[src/rtl/hav_dist_solver.sv]
`timescale 1ns/1ps
// hav_dist_solver
//   Back end of the haversine datapath. Takes the haversine term
//   a = sin^2(dlat/2) + cosA*cosB*sin^2(dlon/2) (unsigned Q0.64) and
//   returns d = 2*R*asin(sqrt(a)) (unsigned Q16.16 km).
//   Flow: bit-serial restoring sqrt (32 cycles) -> optional cubic asin
//   correction -> scale by 2*R_KM -> hold result until accepted.
//
//   Optional feature macro: HAV_ASIN_CORR_EN
//     defined   : CORR1..CORR3 add asin(s) ~ s + s^3/6 (one shared 32x32 multiplier)
//     undefined : asin(s) ~ s
//
// Parameters
//   R_KM       Earth radius in km, 1..32767
// Ports
//   clk        clock, rising edge
//   reset_n    synchronous active-low reset
//   in_valid   a_in valid
//   in_ready   block can accept a_in (IDLE only)
//   a_in       haversine term, unsigned Q0.64
//   out_valid  dist_out valid, held until out_ready
//   out_ready  downstream accepts dist_out
//   dist_out   distance, unsigned Q16.16 km
module hav_dist_solver #(
    parameter int unsigned R_KM = 6371
) (
    input  logic        clk,
    input  logic        reset_n,
    input  logic        in_valid,
    output logic        in_ready,
    input  logic [63:0] a_in,
    output logic        out_valid,
    input  logic        out_ready,
    output logic [31:0] dist_out
);

    localparam int unsigned ROOT_W = 32;
    localparam int unsigned REM_W  = 34;
    localparam int unsigned CNT_W  = 5;
    localparam logic [31:0] TWO_R  = 32'(2 * R_KM);
`ifdef HAV_ASIN_CORR_EN
    localparam logic [31:0] INV6   = 32'h2AAA_AAAB;
`endif

    typedef enum logic [2:0] {
        IDLE  = 3'd0,
        SQRT  = 3'd1,
        CORR1 = 3'd2,
        CORR2 = 3'd3,
        CORR3 = 3'd4,
        SCALE = 3'd5,
        DONE  = 3'd6
    } state_t;

    state_t state_q, state_d;

    logic                out_valid_q, out_valid_d;
    logic                in_ready_q,  in_ready_d;
    logic [31:0]         dist_q;
    logic [63:0]         a_q;
    logic [REM_W-1:0]    rem_q;
    logic [ROOT_W-1:0]   root_q;
    logic [CNT_W-1:0]    cnt_q;
`ifdef HAV_ASIN_CORR_EN
    logic [31:0]         tmp_q;
    logic [32:0]         corr_sum;
`endif

    logic                accept;
    logic [REM_W+1:0]    rem_t, trial, rem_sub;
    logic                bit_ge;
    logic [31:0]         mul_a, mul_b;
    logic [63:0]         prod;

    assign in_ready  = in_ready_q;
    assign out_valid = out_valid_q;
    assign dist_out  = dist_q;
    assign accept    = in_valid && in_ready_q;

    // Restoring sqrt step: bring down two radicand bits, try subtracting 4*root+1
    assign rem_t   = {rem_q, a_q[63:62]};
    assign trial   = {2'b00, root_q, 2'b01};
    assign bit_ge  = (rem_t >= trial);
    assign rem_sub = rem_t - trial;

    // Shared multiplier operand select
    always_comb begin
        mul_a = TWO_R;
        mul_b = root_q;
`ifdef HAV_ASIN_CORR_EN
        case (state_q)
            CORR1: begin mul_a = root_q; mul_b = root_q; end
            CORR2: begin mul_a = tmp_q;  mul_b = root_q; end
            CORR3: begin mul_a = tmp_q;  mul_b = INV6;   end
            default: ;
        endcase
`endif
    end

    assign prod = 64'(mul_a) * 64'(mul_b);

`ifdef HAV_ASIN_CORR_EN
    assign corr_sum = {1'b0, root_q} + {1'b0, 32'(prod >> 32)};
`endif

    // State and handshake output registers
    always_ff @(posedge clk) begin
        if (!reset_n) begin
            state_q     <= IDLE;
            out_valid_q <= 1'b0;
            in_ready_q  <= 1'b0;
        end else begin
            state_q     <= state_d;
            out_valid_q <= out_valid_d;
            in_ready_q  <= in_ready_d;
        end
    end

    // Next-state and next-output logic
    always_comb begin
        state_d     = state_q;
        out_valid_d = 1'b0;
        case (state_q)
            IDLE:  if (accept) state_d = SQRT;
            SQRT: begin
                if (cnt_q == '0) begin
`ifdef HAV_ASIN_CORR_EN
                    state_d = CORR1;
`else
                    state_d = SCALE;
`endif
                end
            end
`ifdef HAV_ASIN_CORR_EN
            CORR1: state_d = CORR2;
            CORR2: state_d = CORR3;
            CORR3: state_d = SCALE;
`endif
            SCALE: state_d = DONE;
            DONE: begin
                if (out_valid_q && out_ready) state_d = IDLE;
                else                          out_valid_d = 1'b1;
            end
            default: state_d = IDLE;
        endcase
        in_ready_d = (state_d == IDLE);
    end

    // Datapath registers
    always_ff @(posedge clk) begin
        if (!reset_n) begin
            a_q    <= '0;
            rem_q  <= '0;
            root_q <= '0;
            cnt_q  <= '0;
            dist_q <= '0;
`ifdef HAV_ASIN_CORR_EN
            tmp_q  <= '0;
`endif
        end else begin
            case (state_q)
                IDLE: begin
                    if (accept) begin
                        a_q    <= a_in;
                        rem_q  <= '0;
                        root_q <= '0;
                        cnt_q  <= CNT_W'(31);
                    end
                end
                SQRT: begin
                    a_q    <= {a_q[61:0], 2'b00};
                    rem_q  <= REM_W'(bit_ge ? rem_sub : rem_t);
                    root_q <= {root_q[ROOT_W-2:0], bit_ge};
                    cnt_q  <= cnt_q - CNT_W'(1);
                end
`ifdef HAV_ASIN_CORR_EN
                CORR1: tmp_q <= 32'(prod >> 32);
                CORR2: tmp_q <= 32'(prod >> 32);
                CORR3: root_q <= corr_sum[32] ? 32'hFFFF_FFFF : corr_sum[31:0];
`endif
                SCALE: dist_q <= 32'(prod >> 16);
                default: ;
            endcase
        end
    end

endmodule

[config.mk]
export PLATFORM = sky130hd
export DESIGN_NAME = hav_dist_solver
export DESIGN_NICKNAME = d
export VERILOG_FILES = /design/src/rtl/hav_dist_solver.sv
export SDC_FILE = /design/constraint.sdc
export NUM_CORES = 1
export LEC_CHECK = 0
export ABC_AREA = 0
export BUFFER_PORTS_ARGS = -buffer_cell sky130_fd_sc_hd__buf_2
export CAP_MARGIN = 15
export CORE_MARGIN = 4
export CORE_UTILIZATION = 40
export DETAILED_ROUTE_END_ITERATION = 10
export SLEW_MARGIN = 10
export SYNTH_ARGS = -nofsm -noshare
export SYNTH_HDL_FRONTEND = slang
export SYNTH_SLANG_ARGS = --single-unit
[constraint.sdc]
create_clock -name clk -period 5.6 [get_ports clk]
set_clock_uncertainty 0.1 [all_clocks]
set_input_delay 0.28 -clock clk [delete_from_list [all_inputs] [get_ports clk]]
set_output_delay 0.28 -clock clk [all_outputs]
set_load 0.01 [all_outputs]
==> results_dict.tcl <==
set metrics [dict create \
    synth_area_mm2 0.0153 \
    row_count 71 \
    dpl.cell_count 2341 \
    dieHeight_um 204 \
    portBuffers 99 \
    ys_warn_count 0 \
    worstSkewPairLatency_ns 0.45 \
    synth_area_leaders "dfxtp_1, ha_1, fa_1" \
    syn_inst 1792 \
    synth_edf_count 0 \
    async_flop_share 0 \
    yosysSeqAreaShare 0.222 \
    critPathRequiredTime_ns 5.84 \
    grt_pass1_wl_um 62800 \
    synthXorXnorAreaFrac 0.0520 \
    mostFrequentLayoutCell "inv_1" \
    cts-htree-levels 4 \
    setup_viol_count_final 0 \
    n_antenna_cell 0 \
    track_usage 0.184 \
    hold_violations 0 \
    wl_per_cell_um 15.7 \
    postSynthAreaPerCell_um2 8.55 \
    synth_top_family_by_area "adder cells" \
    fin_area_mm2 0.0169 \
    cp.arrival_ns 5.60 \
    floorplan.initialDensity 0.406 \
    period_minus_slack_ns 5.36 \
    cap_violations 0 \
    rsz0062_at_grt "false" \
    status "finished clean" \
    cts_tree "yes" \
    drc_errors 0 \
    synth-simple-area-share 0.104 \
    ff_latch_area_mm2 0.00341 \
    end_kind "register" \
    layout-drive-gt1-share 0.0938 \
    final_cell_mix "inv_1, ha_1, dfxtp_1" \
    worstMarginPinSlew_ns 1.06 \
    grt_overflow_total 0 \
    cts_made_buffers 17 \
    drt-initial-drc-count 590 \
    power.density_mw_per_mm2 490 \
    yosysUniqueCellTypes 80 \
    area_growth_pct 10.1 \
    clk_pin_slew_ns 0.08 \
    dr.pass1.iters 5 \
    critical_path_class "register to register" \
    grt_pass1_vias 12600 \
    drt_wl_total_um 37300 \
    ys_seq_elements 170 \
    synth_flop_cell "dfxtp_1" \
    peakVddDrop_uv 898 \
    synthAdderAreaFrac 0.300 \
    tns_ns 0 \
    worstPathMaxFanout 7 \
    relSlewSlack 0.294 \
    synth-compound-area-share 0.180 \
    yosysTopAreaCell "dfxtp_1" \
    fmax_mhz 187 \
    synth_top_area_share 0.222 \
    grt_max_degree 128 \
    io_pins 102 \
    clockRootBuffer "clkbuf_16" \
    nNetsFinal 2219 \
    setup.worst_path.start_class "register" \
    leakagePower_nw 8.37 \
    antenna_found_initial 1 \
    synth_mux_area_frac 0.0444 \
    cts_sinks 170 \
    placed_area_mm2 0.0162 \
    core_area_mm2 0.0378 \
    die_w_um 204 \
    finalMaxSlewViolations 0 \
    fin_cells 2376 \
    dp_hpwl_um 29800 \
    gp_congestion 0.934 \
    finalCritPeriodShare 0.957 \
    multi_input_area_mm2 0.0105 \
    vias 12200 \
    die_area_mm2 0.0415 \
    viasPerCell 5.13 \
    clk_path_buf_depth 2 \
    fillers 3755 \
    ant_nets 0 \
    hp-class "primary input to register" \
]
==> registers in the layout (all words and copies together) (netlist names) <==
register and cells:
mul_b 32, a_q 64, dist_out 30, cnt_q 5, rem_q 34, state_q 3, in_ready 1, out_valid 1
==> per-stage QoR <==
step           hold slack [ns]  total power [W]   util  worst slack [ns]
2_1_floorplan            0.342          0.00617      -             0.682
3_3_place_gp             0.335          0.00699  0.428             0.238
3_5_place_dp             0.340          0.00700  0.428             0.207
4_1_cts                 0.0347          0.00829  0.445             0.165
5_1_grt                 0.0690          0.00906  0.447            0.0183
6_report                0.0660          0.00826  0.447             0.242
==> report_power, final <==
group / internal, W / switching [W] / total, W
clock: 0.000642 / 0.000599 / 0.00124
sequential: 0.00138 / 0.000128 / 0.00151
combinational: 0.00232 / 0.00319 / 0.00551
total: 0.00434 / 0.00391 / 0.00826
==> critical path, stage by stage (launching register included) <==
cell,delay [ns]
dfxtp_1,0.51
ha_1,0.34
ha_1,0.34
xnor2_1,0.17
fa_1,0.51
inv_1,0.05
fa_1,0.55
inv_1,0.07
fa_1,0.52
inv_1,0.04
ha_1,0.40
and3_1,0.22
nand3_1,0.08
or4_1,0.44
o2111ai_2,0.34
nand2_1,0.17
o21ai_1,0.19
xnor2_1,0.13
o21ai_1,0.07
==> timing repair <==
item | CTS | global route
gates resized for setup | 0 | 7
endpoints found under the setup margin | 0 | 6
hold buffers | 2 | 0
setup buffers | 0 | 0
hold endpoints to repair | 2 | 0
==> metal layers <==
layer	part of all wire	vias up	GRT usage
li1	-	6129	-
met1	0.47	5814	0.248
met2	0.47	187	0.306
met3	0.038	49	0.0326
met4	0.019	2	0.0489
met5	0.00035	-	0
==> final cells by class <==
type	instances	area share
clock inverters	14	0.0105
clock buffers	18	0.0255
repair buffers	115	0.0380
flip-flops and latches	170	0.202
well taps	511	0.0379
inverters	291	0.0648
multi-input cells	1257	0.621
==> cell families after synthesis <==
logic type | count (synthesis)
flip-flops | 170
XOR/XNOR | 91
AO/OA/AOI/OAI | 426
adder cells (fa/ha/maj) | 299
buffers and inverters | 366
AND/OR/NAND/NOR | 371
other | 1
multiplexers | 68
==> final timing paths <==
check	cells past startpoint	startpoint	slack, ns	to
max	18	mul_b[13]	0.24	dist_out[28]
min	4	out_ready	0.07	out_valid
max reg2reg	18	mul_b[13]	0.24	dist_out[28]
min reg2reg	2	dist_out[6]	0.35	dist_out[6]
==> cell usage after synthesis (all sizes together) (43+ instances only) <==
| library cell | number |
|---|---|
| a211oi | 69 |
| a21oi | 105 |
| clkbuf | 43 |
| dfxtp | 170 |
| fa | 114 |
| ha | 185 |
| inv | 291 |
| mux2i | 68 |
| nand2 | 165 |
| nor2 | 127 |
| o21ai | 115 |
| xnor2 | 44 |
| xor2 | 47 |
Power figures use the tool's default switching activity.
